[src/rtl/d8_fetch_pkg.sv]
// Shared widths, opcode constants and fetch FSM encoding for the dumb8 fetch unit.
package d8_fetch_pkg;

    localparam int D8_ADDR_W  = 8;
    localparam int D8_INSTR_W = 16;
    localparam logic [7:0] D8_RESET_VEC = 8'h00;

    localparam logic [7:0] OP_JMP = 8'h09;
    localparam logic [7:0] OP_JZ  = 8'h0a;
    localparam logic [7:0] OP_HLT = 8'h0f;

    typedef enum logic [1:0] {
        ST_BOOT = 2'd0,
        ST_RUN  = 2'd1,
        ST_HALT = 2'd2
    } fetch_state_e;

    // Words held or owed to decode after this cycle's hand-off.
    function automatic logic [1:0] d8_occupancy(input logic ir_v, input logic sk_v,
                                                input logic req_v, input logic ir_rdy);
        return {1'b0, ir_v} + {1'b0, sk_v} + {1'b0, req_v} - {1'b0, ir_v & ir_rdy};
    endfunction

endpackage

[src/rtl/d8_fetch_if.sv]
// Fetch-side bundle: jump/flush/halt controls, program memory port and decode hand-off.
interface d8_fetch_if
    import d8_fetch_pkg::*;
#(
    parameter int ADDR_W  = D8_ADDR_W,
    parameter int INSTR_W = D8_INSTR_W
) ();

    logic               load;
    logic [ADDR_W-1:0]  mem_addr;
    logic               li_di_rst;
    logic               halt;
    logic               imem_en;
    logic [ADDR_W-1:0]  imem_addr;
    logic [INSTR_W-1:0] imem_data;
    logic [INSTR_W-1:0] ir;
    logic [ADDR_W-1:0]  ir_pc;
    logic               ir_valid;
    logic               ir_ready;

    modport master (
        input  load, mem_addr, li_di_rst, halt, imem_data, ir_ready,
        output imem_en, imem_addr, ir, ir_pc, ir_valid
    );

    modport slave (
        output load, mem_addr, li_di_rst, halt, imem_data, ir_ready,
        input  imem_en, imem_addr, ir, ir_pc, ir_valid
    );

endinterface

[src/rtl/d8_fetch_skid.sv]
// One-entry skid buffer holding a returned word and its address while decode stalls.
module d8_fetch_skid #(
    parameter int ADDR_W  = 8,
    parameter int INSTR_W = 16
) (
    input  logic               sys_clk,
    input  logic               sys_rst,
    input  logic               push,
    input  logic               pop,
    input  logic               clear,
    input  logic [INSTR_W-1:0] in_word,
    input  logic [ADDR_W-1:0]  in_pc,
    output logic [INSTR_W-1:0] out_word,
    output logic [ADDR_W-1:0]  out_pc,
    output logic               valid
);

    logic               valid_q, valid_d;
    logic [INSTR_W-1:0] word_q, word_d;
    logic [ADDR_W-1:0]  pc_q, pc_d;

    // Push wins over pop so a simultaneous drain-and-refill keeps the new word.
    always_comb begin
        valid_d = valid_q;
        word_d  = word_q;
        pc_d    = pc_q;
        if (clear) begin
            valid_d = 1'b0;
        end else if (push) begin
            valid_d = 1'b1;
            word_d  = in_word;
            pc_d    = in_pc;
        end else if (pop) begin
            valid_d = 1'b0;
        end
    end

    always_ff @(posedge sys_clk) begin
        if (!sys_rst) begin
            valid_q <= 1'b0;
            word_q  <= '0;
            pc_q    <= '0;
        end else begin
            valid_q <= valid_d;
            word_q  <= word_d;
            pc_q    <= pc_d;
        end
    end

    assign out_word = word_q;
    assign out_pc   = pc_q;
    assign valid    = valid_q;

endmodule

[src/rtl/d8_fetch.sv]
// dumb8 instruction fetch: PC, boot/run/halt FSM, one outstanding memory read,
// ir register plus skid so decode back-pressure never loses a returning word.
module d8_fetch
    import d8_fetch_pkg::*;
#(
    parameter int ADDR_W  = D8_ADDR_W,
    parameter int INSTR_W = D8_INSTR_W,
    parameter logic [ADDR_W-1:0] RESET_VEC = ADDR_W'(D8_RESET_VEC)
) (
    input  logic        sys_clk,
    input  logic        sys_rst,
    d8_fetch_if.master  bus
);

    fetch_state_e       state_q, state_d;
    logic [ADDR_W-1:0]  pc_q, pc_d;
    logic               req_valid_q, req_valid_d;
    logic [ADDR_W-1:0]  req_pc_q, req_pc_d;
    logic               req_epoch_q, req_epoch_d;
    logic               epoch_q, epoch_d;
    logic [INSTR_W-1:0] ir_q, ir_d;
    logic [ADDR_W-1:0]  ir_pc_q, ir_pc_d;
    logic               ir_valid_q, ir_valid_d;

    logic               accept, flush, issue, fetch, ret, ir_free;
    logic [1:0]         occ;
    logic [ADDR_W-1:0]  fetch_addr;
    logic               sk_valid, sk_push, sk_pop;
    logic [INSTR_W-1:0] sk_word;
    logic [ADDR_W-1:0]  sk_pc;

    assign accept     = ir_valid_q & bus.ir_ready;
    assign flush      = bus.li_di_rst | bus.load;
    assign occ        = d8_occupancy(ir_valid_q, sk_valid, req_valid_q, bus.ir_ready);
    assign issue      = (state_q == ST_RUN) && (occ < 2'd2) && !bus.halt;
    assign fetch      = sys_rst & (issue | (bus.load & (state_q != ST_BOOT)));
    assign fetch_addr = bus.load ? bus.mem_addr : pc_q;

    // A returning word is kept only if no flush has happened since it was issued.
    assign ret     = req_valid_q & (req_epoch_q == epoch_q) & !flush;
    assign ir_free = !ir_valid_q | bus.ir_ready;
    assign sk_pop  = ir_free & sk_valid & !flush;
    assign sk_push = ret & (!ir_free | sk_valid);

    d8_fetch_skid #(
        .ADDR_W  (ADDR_W),
        .INSTR_W (INSTR_W)
    ) u_skid (
        .sys_clk  (sys_clk),
        .sys_rst  (sys_rst),
        .push     (sk_push),
        .pop      (sk_pop),
        .clear    (flush),
        .in_word  (bus.imem_data),
        .in_pc    (req_pc_q),
        .out_word (sk_word),
        .out_pc   (sk_pc),
        .valid    (sk_valid)
    );

    always_comb begin
        state_d = state_q;
        unique case (state_q)
            ST_BOOT: state_d = ST_RUN;
            ST_RUN:  if (bus.halt && !bus.load) state_d = ST_HALT;
            ST_HALT: if (bus.load) state_d = ST_RUN;
            default: state_d = ST_BOOT;
        endcase
    end

    always_comb begin
        pc_d        = fetch ? fetch_addr + ADDR_W'(1) : pc_q;
        epoch_d     = flush ? ~epoch_q : epoch_q;
        req_valid_d = fetch;
        req_pc_d    = fetch ? fetch_addr : req_pc_q;
        req_epoch_d = fetch ? epoch_d : req_epoch_q;

        ir_valid_d = ir_valid_q;
        ir_d       = ir_q;
        ir_pc_d    = ir_pc_q;
        // The skid is always older than the word coming back from memory.
        if (flush) begin
            ir_valid_d = 1'b0;
        end else if (ir_free) begin
            if (sk_valid) begin
                ir_valid_d = 1'b1;
                ir_d       = sk_word;
                ir_pc_d    = sk_pc;
            end else if (ret) begin
                ir_valid_d = 1'b1;
                ir_d       = bus.imem_data;
                ir_pc_d    = req_pc_q;
            end else begin
                ir_valid_d = 1'b0;
            end
        end
    end

    always_ff @(posedge sys_clk) begin
        if (!sys_rst) begin
            state_q     <= ST_BOOT;
            pc_q        <= RESET_VEC;
            req_valid_q <= 1'b0;
            req_pc_q    <= '0;
            req_epoch_q <= 1'b0;
            epoch_q     <= 1'b0;
            ir_q        <= '0;
            ir_pc_q     <= '0;
            ir_valid_q  <= 1'b0;
        end else begin
            state_q     <= state_d;
            pc_q        <= pc_d;
            req_valid_q <= req_valid_d;
            req_pc_q    <= req_pc_d;
            req_epoch_q <= req_epoch_d;
            epoch_q     <= epoch_d;
            ir_q        <= ir_d;
            ir_pc_q     <= ir_pc_d;
            ir_valid_q  <= ir_valid_d;
        end
    end

    assign bus.imem_en   = fetch;
    assign bus.imem_addr = fetch_addr;
    assign bus.ir        = ir_q;
    assign bus.ir_pc     = ir_pc_q;
    assign bus.ir_valid  = ir_valid_q;

    logic unused_accept;
    assign unused_accept = accept;

endmodule
[src/flat_wrapper.sv]
// flat-port wrapper written by rule: the top's interface ports become plain ports
module d8_fetch_flat import d8_fetch_pkg::*;
#(
    parameter int ADDR_W  = D8_ADDR_W,
    parameter int INSTR_W = D8_INSTR_W,
    parameter logic [ADDR_W-1:0] RESET_VEC = ADDR_W'(D8_RESET_VEC)
)
  (sys_clk, sys_rst, bus_load, bus_mem_addr, bus_li_di_rst, bus_halt, bus_imem_data, bus_ir_ready, bus_imem_en, bus_imem_addr, bus_ir, bus_ir_pc, bus_ir_valid);
  d8_fetch_if #(.ADDR_W(ADDR_W), .INSTR_W(INSTR_W)) bus_i ();
  input  logic sys_clk;
  input  logic sys_rst;
  input wire logic [$bits(bus_i.load)-1:0] bus_load;
  input wire logic [$bits(bus_i.mem_addr)-1:0] bus_mem_addr;
  input wire logic [$bits(bus_i.li_di_rst)-1:0] bus_li_di_rst;
  input wire logic [$bits(bus_i.halt)-1:0] bus_halt;
  input wire logic [$bits(bus_i.imem_data)-1:0] bus_imem_data;
  input wire logic [$bits(bus_i.ir_ready)-1:0] bus_ir_ready;
  output wire logic [$bits(bus_i.imem_en)-1:0] bus_imem_en;
  output wire logic [$bits(bus_i.imem_addr)-1:0] bus_imem_addr;
  output wire logic [$bits(bus_i.ir)-1:0] bus_ir;
  output wire logic [$bits(bus_i.ir_pc)-1:0] bus_ir_pc;
  output wire logic [$bits(bus_i.ir_valid)-1:0] bus_ir_valid;
  assign bus_i.load = bus_load;
  assign bus_i.mem_addr = bus_mem_addr;
  assign bus_i.li_di_rst = bus_li_di_rst;
  assign bus_i.halt = bus_halt;
  assign bus_i.imem_data = bus_imem_data;
  assign bus_i.ir_ready = bus_ir_ready;
  assign bus_imem_en = bus_i.imem_en;
  assign bus_imem_addr = bus_i.imem_addr;
  assign bus_ir = bus_i.ir;
  assign bus_ir_pc = bus_i.ir_pc;
  assign bus_ir_valid = bus_i.ir_valid;
  d8_fetch #(.ADDR_W(ADDR_W), .INSTR_W(INSTR_W), .RESET_VEC(RESET_VEC)) u_core (.sys_clk(sys_clk), .sys_rst(sys_rst), .bus(bus_i));
endmodule
[config.mk]
export PLATFORM = sky130hd
export DESIGN_NAME = d8_fetch_flat
export DESIGN_NICKNAME = d
export VERILOG_FILES = /design/src/rtl/d8_fetch_pkg.sv /design/src/rtl/d8_fetch_if.sv /design/src/rtl/d8_fetch_skid.sv /design/src/rtl/d8_fetch.sv /design/src/flat_wrapper.sv
export SDC_FILE = /design/constraint.sdc
export NUM_CORES = 1
export LEC_CHECK = 0
export CORE_ASPECT_RATIO = 1.25
export CORE_MARGIN = 3
export CORE_UTILIZATION = 40
export DETAILED_ROUTE_END_ITERATION = 10
export DONT_BUFFER_PORTS = 1
export GPL_TIMING_DRIVEN = 0
export HOLD_SLACK_MARGIN = 0.06
export PLACE_DENSITY = 0.64
export SYNTH_ARGS = -nofsm -noshare
export SYNTH_HDL_FRONTEND = slang
export SYNTH_SLANG_ARGS = --single-unit
[constraint.sdc]
create_clock -name sys_clk -period 2.1 [get_ports sys_clk]
set_input_delay 0.21 -clock sys_clk [delete_from_list [all_inputs] [get_ports sys_clk]]
set_output_delay 0.21 -clock sys_clk [all_outputs]
set_load 0.05 [all_outputs]
== Word-level counts from Yosys, hierarchy flattened ==
Index checks and enable logic that the tools add are counted.
Storage, ports and cells
  latch bits: 0
  memories: 0
  bits in read-only memories: 0
  register bits after elaboration: 71
  word-level logic and storage cells: 66
  output and inout bits: 34
  bits in writable memories: 0
  input bits: 30
Cells by class
  multiply operators: 0
  magnitude comparators: 1
  div/mod/pow operators: 0
  $add $sub $neg: 4
  eq/ne operators: 5
  reduce and logical (&&, ||, !) cells: 16
  bitwise gates (word level): 15
  shift operators: 0
  muxes and demuxes: 13
Operators with widths (number)
  $mux W16: 2
  $mux W8: 3
  $add A8 B1 Y8 const B: 1
  $and A1 B1 Y1: 8
  $pmux W2 S3: 1
  $reduce_bool A2 Y1: 3
  $logic_not A1 Y1: 5
  $mux W1: 5
  $mux W2: 2
  $ne A2 B2 Y1 const B: 2
  $or A1 B1 Y1: 4
  $reduce_and A2 Y1: 2
  $logic_and A1 B1 Y1: 3
  $not A1 Y1: 3
  $reduce_and A3 Y1: 1
  $add A1 B1 Y2: 1
  $add A2 B1 Y2: 1
  $eq A2 B1 Y1 const B: 1
  $eq A2 B2 Y1 const B: 1
  $logic_not A2 Y1: 1
  $lt A2 B2 Y1 const B: 1
  $reduce_or A2 Y1: 1
  $sub A2 B1 Y2: 1
  $eq A1 B1 Y1: 1

== Depth between registers and ports, before layout ==
Gate-level depths: netlist of the first run.
  depth after elaboration: 8
  gate-level depth with buffers: 10
  gate-level depth less buffers: 8

== Cells and area by module ==
From an unflattened synthesis of the first run, not the netlist that was laid out.
Unflattened totals
  cell total of the unflattened synthesis: 359
  area total of the unflattened synthesis: 3543.4 µm²
By module, submodules not included
  d8_fetch: area an instance 2509.9 µm², sequential area each 920.9 µm², cells an instance 250, times used 1
  d8_fetch_skid: area an instance 1033.5 µm², sequential area each 500.5 µm², cells an instance 109, times used 1

== Worst setup path after synthesis of the first run ==
Ideal clock, no wire load.
  path type: reg2out
  from: reg u_core.ir_valid_q, in the netlist u_core.bus.ir_valid
  to: out bus_imem_en
  buffers on the path: 2
  cell stages (with the launch flop): 11
  arrival time: 2.773 ns
  slack: -0.883 ns
  required time: 1.890 ns
  cell sequence: dfxtp_1 and2_1 ha_1 inv_1 ha_1 a21oi_2 xnor2_2 o21a_1 buf_4 buf_6 nor2_1
On the way
  longest elaborated chain between the ends: 8
  elaborated cells between the ends (all ways): 9
  those cells by class: 3 x add/sub; 1 x order compare; 3 x bitwise; 2 x reduce/logical
Ends and longest elaborated chain
  start, declared: RTL line d8_fetch.sv:23  | logic ir_valid_q, ir_valid_d;
  start signal, assigned: RTL line d8_fetch.sv:119  | ir_valid_q <= ir_valid_d;
  $add A1 B1 Y2: RTL line d8_fetch_pkg.sv:21  | return {1'b0, ir_v} + {1'b0, sk_v} + {1'b0, req_v} - {1'b0, ir_v & ir_rdy};
  $add A2 B1 Y2: RTL line d8_fetch_pkg.sv:21
  $sub A2 B1 Y2 (*): RTL line d8_fetch_pkg.sv:21
  $lt A2 B2 Y1 (*): RTL line d8_fetch.sv:35  | assign issue = (state_q == ST_RUN) && (occ < 2'd2) && !bus.halt;
  $logic_and A1 B1 Y1 (*) (2 in a row): RTL line d8_fetch.sv:35
  $or A1 B1 Y1 (*): RTL line d8_fetch.sv:36  | assign fetch = sys_rst & (issue | (bus.load & (state_q != ST_BOOT)));
  $and A1 B1 Y1 (*): RTL line d8_fetch.sv:36
  end, declared: RTL line flat_wrapper.sv:18  | output wire logic [$bits(bus_i.imem_en)-1:0] bus_imem_en;
Every way passes the cells marked *; elsewhere a longest branch is shown, timed or not.

== Worst setup path after layout of the first run ==
Ends and elaborated chain as after synthesis.

==> flow_summary.toml, run 1 <==
[yosys]
avgSynthCellArea_um2 = 10.5
synth_edf_count = 0
synth_warnings = 0
ys.flop_type = "dfxtp_1"
synth.net_count = 357
syn_inst = 324
ys_seq_area_frac = 0.418
synthArstFlopShare = 0
syn_area_um2 = 3400
ys_seq_elements = 71
ys_types = 44

[global_route]
grt_pass1_vias = 2615
antenna_found_initial = 0
grt_pass1_wl_mm = 13.1
grt_usage = 0.174
grt_max_degree = 12
overflow = 0

[timing]
rsz0062_at_grt = "yes"
finClkSkew_ps = 5.79
fin_ws_ps = -485
hold_viol = 0
min_period_ps = 2580
slew_headroom = 0.429
fmax_mhz = 387
post-route-period-util = 1.23
tightestPinTransition_ps = 856
setup_viol = 19
drv_slew = 0

[critical_path]
required_ps = 1890
cp-start-kind = "flip-flop"
cp.arrival_ps = 2370
critical_path.startpoint = "u_core.bus.ir_valid"
rr_startpoint = "u_core.bus.ir_valid"
endpoint_kind = "primary output"
cp_max_fo = 4
path_class = "reg2out"

[floorplan]
die_h_um = 109
row_count = 37
core-area_um2 = 8240
start_util = 0.413
die_area_um2 = 9650
die_w_um = 88.5
ios = 64

[pwr]
max-vdd-ir-drop_mv = 0.314
total_power_uw = 2930
p_per_area_nw_per_um2 = 689
p_leak_uw = 0.00160

[placement]
gp_congestion = 0.775
io_buffers = 0
post-place-ws_ps = -370
dp_hpwl_mm = 5.65
dp.cells = 421

[clocking]
ctsHtreeMaxLevel = 3
cts_tree = "built"
cts_buffers = 9
insertion_delay_ps = 340
root_buffer = "clkbuf_8"
clk_pin_slew_ps = 70
clkSinkCount = 71
clock_path_buffers = 2

[drt]
viasPerCell = 5.61
ant_nets = 0
drcViolationCount = 0
routedWlPerCell_um = 18.3
drt_wl_total_mm = 8.42
drt_iter0_drc = 90
vias = 2579
firstDrtPassIters = 4

[final_layout]
nNetsFinal = 392
fin_cells = 460
drive_above_1_share = 0.264
regArea_um2 = 1430
antenna_cells = 0
multi_input_area_um2 = 1990
area_growth_pct = 25.1
n_fill_cell = 743

[hold_path]
hold_path.startpoint = "bus_load"
hp-class = "in2reg"

[status]
violations = "negative setup slack"
outcome = "finished with violations"

[job]
cap_violations = 0
## report_power, final
part | internal (µW) | total (µW) | switching [µW]
Sequential | 1380 | 1430 | 52.4
Clock | 606 | 1090 | 489
Combinational | 149 | 404 | 255
## worst max-delay path: stages, from the launching register on
cell and delay [ps]:
dfxtp_4 420, and2_4 190, ha_4 260, inv_2 30
ha_4 210, a21oi_4 180, xnor2_4 120, o21a_4 230
buf_12 130, nor2_4 280
## routing by layer
metal | part of all wire | vias to the layer above | global-route usage
met1 | 0.44 | 1224 | 0.215
met4 | 0.020 | 0 | 0.0680
met5 | 0 | - | 0
li1 | - | 1279 | -
met2 | 0.48 | 65 | 0.288
met3 | 0.059 | 11 | 0.0461
## cells in the final DEF, fill, tap and decap left out, types with 3 or more instances in the layout
cell / instances
dfxtp_1: 70
mux2i_1: 51
a21oi_1: 26
nor2_1: 25
a211oi_2: 20
dlygate4sd3_1: 17
clkbuf_1: 16
inv_1: 11
clkbuf_8: 11
o31ai_2: 8
o2111ai_1: 7
buf_4: 6
buf_6: 5
xnor2_1: 5
o2111ai_2: 5
o2111ai_4: 5
nand3_1: 4
buf_12: 4
mux2_2: 4
and3_1: 4
o21ai_0: 4
a211oi_1: 4
buf_2: 3
o31ai_4: 3
o31ai_1: 3
## cell type report
cell class / count / share of cell area
plain buffers: 27 / 0.0429
flip-flops and latches: 71 / 0.335
clock buffers: 12 / 0.0365
clock inverters: 3 / 0.0100
multi-input cells: 213 / 0.468
well taps: 97 / 0.0285
inverters: 12 / 0.0106
repair buffers: 25 / 0.0682
## synth_stat cells (3+ instances only)
| cell type | instances | area, µm² |
|---|---|---|
| mux2_2 | 4 | 45.0 |
| a211oi_1 | 4 | 30.0 |
| o31ai_1 | 7 | 52.6 |
| and3_1 | 4 | 25.0 |
| a21oi_1 | 26 | 130 |
| a211oi_2 | 20 | 250 |
| o2111ai_1 | 16 | 140 |
| nor2_1 | 27 | 101 |
| o21ai_0 | 4 | 20.0 |
| dfxtp_1 | 71 | 1420 |
| nand3_1 | 4 | 20.0 |
| buf_2 | 3 | 15.0 |
| o31ai_2 | 7 | 87.6 |
| xnor2_1 | 5 | 43.8 |
| clkbuf_1 | 16 | 60.1 |
| ha_1 | 3 | 37.5 |
| mux2i_1 | 51 | 510 |
| inv_1 | 12 | 45.0 |
| buf_4 | 3 | 22.5 |
| buf_6 | 6 | 67.6 |
## timing repair
action / in CTS / in global routing
endpoints found under the hold margin: 17 / 0
buffers inserted: 4 / 3
gates resized for setup: 11 / 26
cloned: 0 / 2
endpoints found under the setup margin: 19 / 19
pin swaps: 10 / 6
hold buffers: 17 / 0
## through the flow
stage / hold slack [ps] / setup TNS, ps / instance area, µm² / util
floorplan: 354 / -257 / 3460 / -
global placement: 360 / -4450 / 3580 / 0.434
detailed placement: 364 / -4980 / 3580 / 0.434
CTS: 65.8 / -2910 / 4030 / 0.489
global route: 77.0 / -4600 / 4260 / 0.516
finish: 83.2 / -3330 / 4260 / 0.516
## path summary, 6_finish.rpt
kind / end / slack (ps) / cells after the start
hold reg to reg: u_core.u_skid.out_pc[2] / 500 / 2
setup / recovery: bus_imem_en / -480 / 9
setup reg to reg: u_core.req_epoch_q / -240 / 11
hold / removal: u_core.bus.ir_valid / 80 / 2
## state kept, by name, indices dropped and copies added (netlist names)
name                    cells
u_core.u_skid.valid         1
u_core.bus.ir_valid         1
u_core.bus.ir_pc            8
u_core.req_pc_q             8
u_core.req_valid_q          1
u_core.state_q              2
u_core.bus.ir              16
u_core.u_skid.out_pc        8
u_core.u_skid.out_word     16
u_core.req_epoch_q          1
u_core.pc_q                 8
u_core.epoch_q              1
## cell families (layout without fill, tap and decap cells)
group | after synthesis | count (layout) | share of synthesized area
xor gates and xnor gates | 8 | 8 | 0.0228
and+or+nand+nor | 47 | 47 | 0.0662
DFF | 71 | 71 | 0.418
muxes | 56 | 56 | 0.167
buffers and inverters | 40 | 79 | 0.0618
AOI/OAI and AO/OA | 98 | 98 | 0.250
adders and majority gates | 4 | 4 | 0.0140
(Power assumes the default switching activity.)
==> run 2: changes to the inputs <==
--- a/config.mk
+++ b/config.mk
@@ -5,13 +5,13 @@
 export SDC_FILE = /design/constraint.sdc
 export NUM_CORES = 1
 export LEC_CHECK = 0
+export CAP_MARGIN = 10
 export CORE_ASPECT_RATIO = 1.25
 export CORE_MARGIN = 3
 export CORE_UTILIZATION = 40
 export DETAILED_ROUTE_END_ITERATION = 10
 export DONT_BUFFER_PORTS = 1
 export GPL_TIMING_DRIVEN = 0
-export HOLD_SLACK_MARGIN = 0.06
 export PLACE_DENSITY = 0.64
 export SYNTH_ARGS = -nofsm -noshare
 export SYNTH_HDL_FRONTEND = slang
==> run 2 against run 1 <==
Sequential share of layout area is 1.5 points higher. Wire length is 3.4% lower. Critical path depth stayed put. The flow still finishes with violations (negative setup slack). Worst hold slack worse by 68 ps. Total power is 1.2% lower. Design area is 4.2% lower. Sequential power hardly changed. Clock power hardly changed. Non-clock buffer count is 18 lower.
==> flow_summary.toml, run 2 (same netlist as run 1, synthesis figures left out) <==
[drt]
firstDrtPassIters = 4
wirelength_met1_mm = 3.50
routed-wl-met2_mm = 3.95
viasPerCell = 5.65
drt_iter0_drc = 65
vias = 2498
routedWlPerCell_um = 18.4
drt_wl_total_mm = 8.13
ant_nets = 0
dr.max_layer_used = "met4"
drcViolationCount = 0
wl_met3_um = 547

[final_layout]
final_cell_area_um2 = 4080
layout.cells.most_common = "dfxtp_1"
n_fill_cell = 763
nNetsFinal = 374
multi_input_area_um2 = 1990
fin_cells = 442
final_util = 0.495
area_growth_pct = 19.9
drive_above_1_share = 0.275
final_cell_mix = "dfxtp_1, mux2i_1, a21oi_1"
antenna_cells = 0
regArea_um2 = 1430

[timing]
min_period_ps = 2600
fmax_mhz = 385
finClkSkew_ps = 8.47
tightestPinTransition_ps = 887
holdWs_ps = 15.3
setup_viol = 19
slew_headroom = 0.409
post-route-period-util = 1.24
rsz0062_at_grt = "yes"
fin_ws_ps = -496
drv_slew = 0
hold_viol = 0

[global_route]
grt_pass1_wl_mm = 12.6
grt_usage = 0.169
antenna_found_initial = 0
grt_max_degree = 12
overflow = 0
grt_pass1_vias = 2502

[status]
outcome = "finished with violations"
violations = "negative setup slack"

[critical_path]
cp-start-kind = "flip-flop"
cp.arrival_ps = 2390
reg2reg_slack_ps = -250
cp_max_fo = 4
path_class = "reg2out"
required_ps = 1890
endpoint_kind = "primary output"

[clocking]
postCtsHoldBufs = 0
clk_pin_slew_ps = 70
root_buffer = "clkbuf_8"
cts_tree = "built"
ctsHtreeMaxLevel = 3
insertion_delay_ps = 340
clock_path_buffers = 2
cts_buffers = 9
clkSinkCount = 71

[hold_path]
hp-class = "in2reg"

[floorplan]
start_util = 0.413
row_count = 37
die_w_um = 88.5
ios = 64
die_area_um2 = 9650
die_h_um = 109
core-area_um2 = 8240

[placement]
dp.cells = 421
dpl-instance-area_um2 = 3580
dp_hpwl_mm = 5.65
io_buffers = 0
gp_congestion = 0.775

[pwr]
p_per_area_nw_per_um2 = 710
max-vdd-ir-drop_mv = 0.308
p_leak_uw = 0.00153

[job]
cap_violations = 0
run 2: changes by cell type in the layout (fill, tap and decap cells not counted):
| cell | delta |
|---|---|
| buf_4 | -1 |
| dlygate4sd3_1 | -17 |
run 2: worst paths after layout:
path	from	depth (start not counted)	endpoint
worst max-delay path	u_core.bus.ir_valid	9	bus_imem_en
worst min register to register	u_core.u_skid.out_pc[2]	2	u_core.u_skid.out_pc[2]
worst min-delay path	bus_imem_data[4]	2	u_core.u_skid.out_word[4]
worst max register to register	u_core.bus.ir_valid	11	u_core.req_pc_q[7]
run 2: power by group:
part | internal (µW) | switching [µW]
clock | 606 | 483
sequential | 1380 | 52.9
combinational | 127 | 248
run 2: worst max-delay path, cell delays in order (launching register included):
cell	delay, ps
dfxtp_4	420
and2_4	190
ha_4	260
inv_2	30
ha_4	210
a21oi_4	180
xnor2_4	120
o21a_4	230
buf_12	130
nor2_4	280
run 2: repair_timing:
item / in CTS / in global routing
pin swaps: 10 / 6
gates resized for setup: 11 / 26
endpoints found under the setup margin: 19 / 19
endpoints found under the hold margin: 0 / 0
gates cloned: 0 / 2
setup buffers: 4 / 2
run 2: final cells by class:
class / instances / share of cell area
Inverter: 12 / 0.0110
Clock inverter: 3 / 0.0104
Buffer: 27 / 0.0448
Multi-Input combinational cell: 213 / 0.489
Sequential cell: 71 / 0.349
Tap cell: 97 / 0.0298
Clock buffer: 12 / 0.0380
Timing Repair Buffer: 7 / 0.0276
run 2: per-stage QoR:
| step | worst slack (ps) | power [µW] | setup TNS [ps] |
|---|---|---|---|
| floorplan | -215 | 1710 | -257 |
| global placement | -349 | 1760 | -4450 |
| detailed placement | -370 | 1770 | -4980 |
| CTS | -568 | 2870 | -2910 |
| global route | -561 | 3010 | -4570 |
| finish | -496 | 2900 | -3450 |
run 2: routing by layer:
layer | vias to the layer above | track usage
li1 | 1241 | -
met4 | 0 | 0.0680
met3 | 12 | 0.0514
met2 | 62 | 0.279
met1 | 1183 | 0.203
met5 | - | 0
==> run 3: changes to the inputs <==
--- a/config.mk
+++ b/config.mk
@@ -7,10 +7,11 @@
 export LEC_CHECK = 0
 export CAP_MARGIN = 10
 export CORE_ASPECT_RATIO = 1.25
-export CORE_MARGIN = 3
+export CORE_MARGIN = 1
 export CORE_UTILIZATION = 40
 export DETAILED_ROUTE_END_ITERATION = 10
 export DONT_BUFFER_PORTS = 1
+export GPL_ROUTABILITY_DRIVEN = 0
 export GPL_TIMING_DRIVEN = 0
 export PLACE_DENSITY = 0.64
 export SYNTH_ARGS = -nofsm -noshare
==> run 3 against run 2 <==
The run ends with design-rule violations, negative setup slack left. Clock-buffer cell count fell by 1. Combinational power fell by 8.5%. Largest cell class unchanged. Critical path type unchanged. Non-clock buffer count is 2 lower. Die area is 8.0% lower. Global-route usage is 1.2 points higher. Highest routed layer unchanged. Setup slack improved by 42 ps. First-iteration DRC count rose by 97%.
==> flow_summary.toml, run 3 (same netlist as run 1, synthesis figures left out) <==
[timing]
fmax_mhz = 392
tightestPinTransition_ps = 1000
hold_viol = 0
setup_viol = 15
slew_headroom = 0.332
post-route-period-util = 1.22
rsz0062_at_grt = "yes"
finClkSkew_ps = 6.04
min_period_ps = 2550
drv_slew = 0
fin_ws_ps = -454

[critical_path]
worstSetupPathDepth = 9
cp.arrival_ps = 2340
cp-start-kind = "flip-flop"
reg2reg_slack_ps = -150
path_class = "reg2out"
reg2reg_depth = 11
worst_path_largest_cell_delay_ps = 420
crit_chain = "and2_4 > ha_4 > inv_2 > ha_4 > a21oi_4 > xnor2_4 > o21a_4 > buf_12 > nor2_4"
path_buf_inv = 2
path_common_cell = "ha_4"
crit_family = "simple AND/OR/NAND/NOR gates"
required_ps = 1890
crit_slowest_cell = "dfxtp_4"
cp_max_fo = 4
endpoint_kind = "primary output"

[final_layout]
n_fill_cell = 768
area_growth_pct = 17.2
final_cell_mix = "dfxtp_1, mux2i_1, nor2_1, a21oi_1, a211oi_2"
antenna_cells = 0
drive_above_1_share = 0.262
nNetsFinal = 372
multi_input_area_um2 = 1970
layout.cells.most_common = "dfxtp_1"
final_util = 0.484
final_cell_area_um2 = 3990
regArea_um2 = 1430

[global_route]
grt_usage = 0.181
grt_pass1_vias = 2491
grt_pass1_wl_mm = 12.7
overflow = 0
antenna_found_initial = 0
grt_max_degree = 12

[clocking]
ctsHtreeMaxLevel = 3
postCtsHoldBufs = 0
clock_path_buffers = 2
root_buffer = "clkbuf_8"
insertion_delay_ps = 340
clk_pin_slew_ps = 70
cts_tree = "built"
cts_buffers = 9
clkSinkCount = 71

[status]
outcome = "finished with violations"
violations = "design-rule violations, negative setup slack"

[placement]
io_buffers = 0
dpl-instance-area_um2 = 3580
dp_hpwl_mm = 5.46
post-place-ws_ps = -345

[pwr]
p_per_area_nw_per_um2 = 704
p_leak_uw = 0.00149
max-vdd-ir-drop_mv = 0.322

[drt]
viasPerCell = 5.74
drt_iter0_drc = 128
routedWlPerCell_um = 17.7
ant_nets = 0
firstDrtPassIters = 7
drt_wl_total_mm = 7.79
drcViolationCount = 16
vias = 2525

[floorplan]
die_h_um = 105
start_util = 0.413
die_area_um2 = 8880
die_w_um = 84.5
row_count = 37
core-area_um2 = 8240
ios = 64

[hold_path]
hp-class = "in2reg"
whs_path_depth = 2

[job]
cap_violations = 0
run 3: final timing paths:
| check | start | endpoint |
|---|---|---|
| setup reg to reg | u_core.bus.ir_valid | u_core.req_pc_q[7] |
| hold / removal | bus_imem_data[4] | u_core.u_skid.out_word[4] |
| hold reg to reg | u_core.u_skid.out_pc[1] | u_core.u_skid.out_pc[1] |
| setup / recovery | u_core.bus.ir_valid | bus_imem_en |
run 3: metrics by stage:
| step | std cells | power, µW | TNS, ps | hold slack, ps |
|---|---|---|---|---|
| 2_1_floorplan | 324 | 1710 | -257 | 354 |
| 3_3_place_gp | 421 | 1760 | -4160 | 359 |
| 3_5_place_dp | 421 | 1770 | -4330 | 365 |
| 4_1_cts | 439 | 2800 | -2060 | 1.25 |
| 5_1_grt | 440 | 2910 | -3190 | 8.13 |
| 6_report | 440 | 2810 | -2080 | 10.8 |
run 3: worst reg2reg max path, cell delays in order, from the launching register on:
cell and delay (ps):
dfxtp_4 420, and2_4 190, ha_4 250, inv_2 30, ha_4 210, a21oi_4 180
xnor2_4 110, buf_4 150, buf_8 140, clkbuf_16 160, o2111ai_4 200, o31ai_2 90
run 3: power breakdown:
part / internal (µW) / leakage [µW] / switching (µW)
clock network: 540 / 0.0000935 / 494
registers: 1380 / 0.000576 / 51.6
logic: 108 / 0.000824 / 235
total: 2030 / 0.00149 / 781
run 3: cell type report:
cell class / count / area share
Multi-Input combinational cell: 213 / 0.494
Inverter: 12 / 0.0113
Buffer: 27 / 0.0458
Timing Repair Buffer: 5 / 0.0166
Sequential cell: 71 / 0.357
Clock buffer: 11 / 0.0329
Clock inverter: 4 / 0.0116
Tap cell: 97 / 0.0304
run 3: what timing repair did:
item / 4_1_cts / 5_1_grt
gates resized for setup: 7 / 23
gates cloned: 0 / 1
pin swaps: 11 / 7
buffers inserted: 3 / 1
setup endpoints to repair: 19 / 19
run 3: per-layer routing:
layer | vias to the layer above | track usage | share of wire
met1 | 1209 | 0.220 | 0.43
met3 | 8 | 0.0537 | 0.068
li1 | 1237 | - | -
met2 | 71 | 0.305 | 0.49
met5 | - | 0 | 0
met4 | 0 | 0.0581 | 0.012
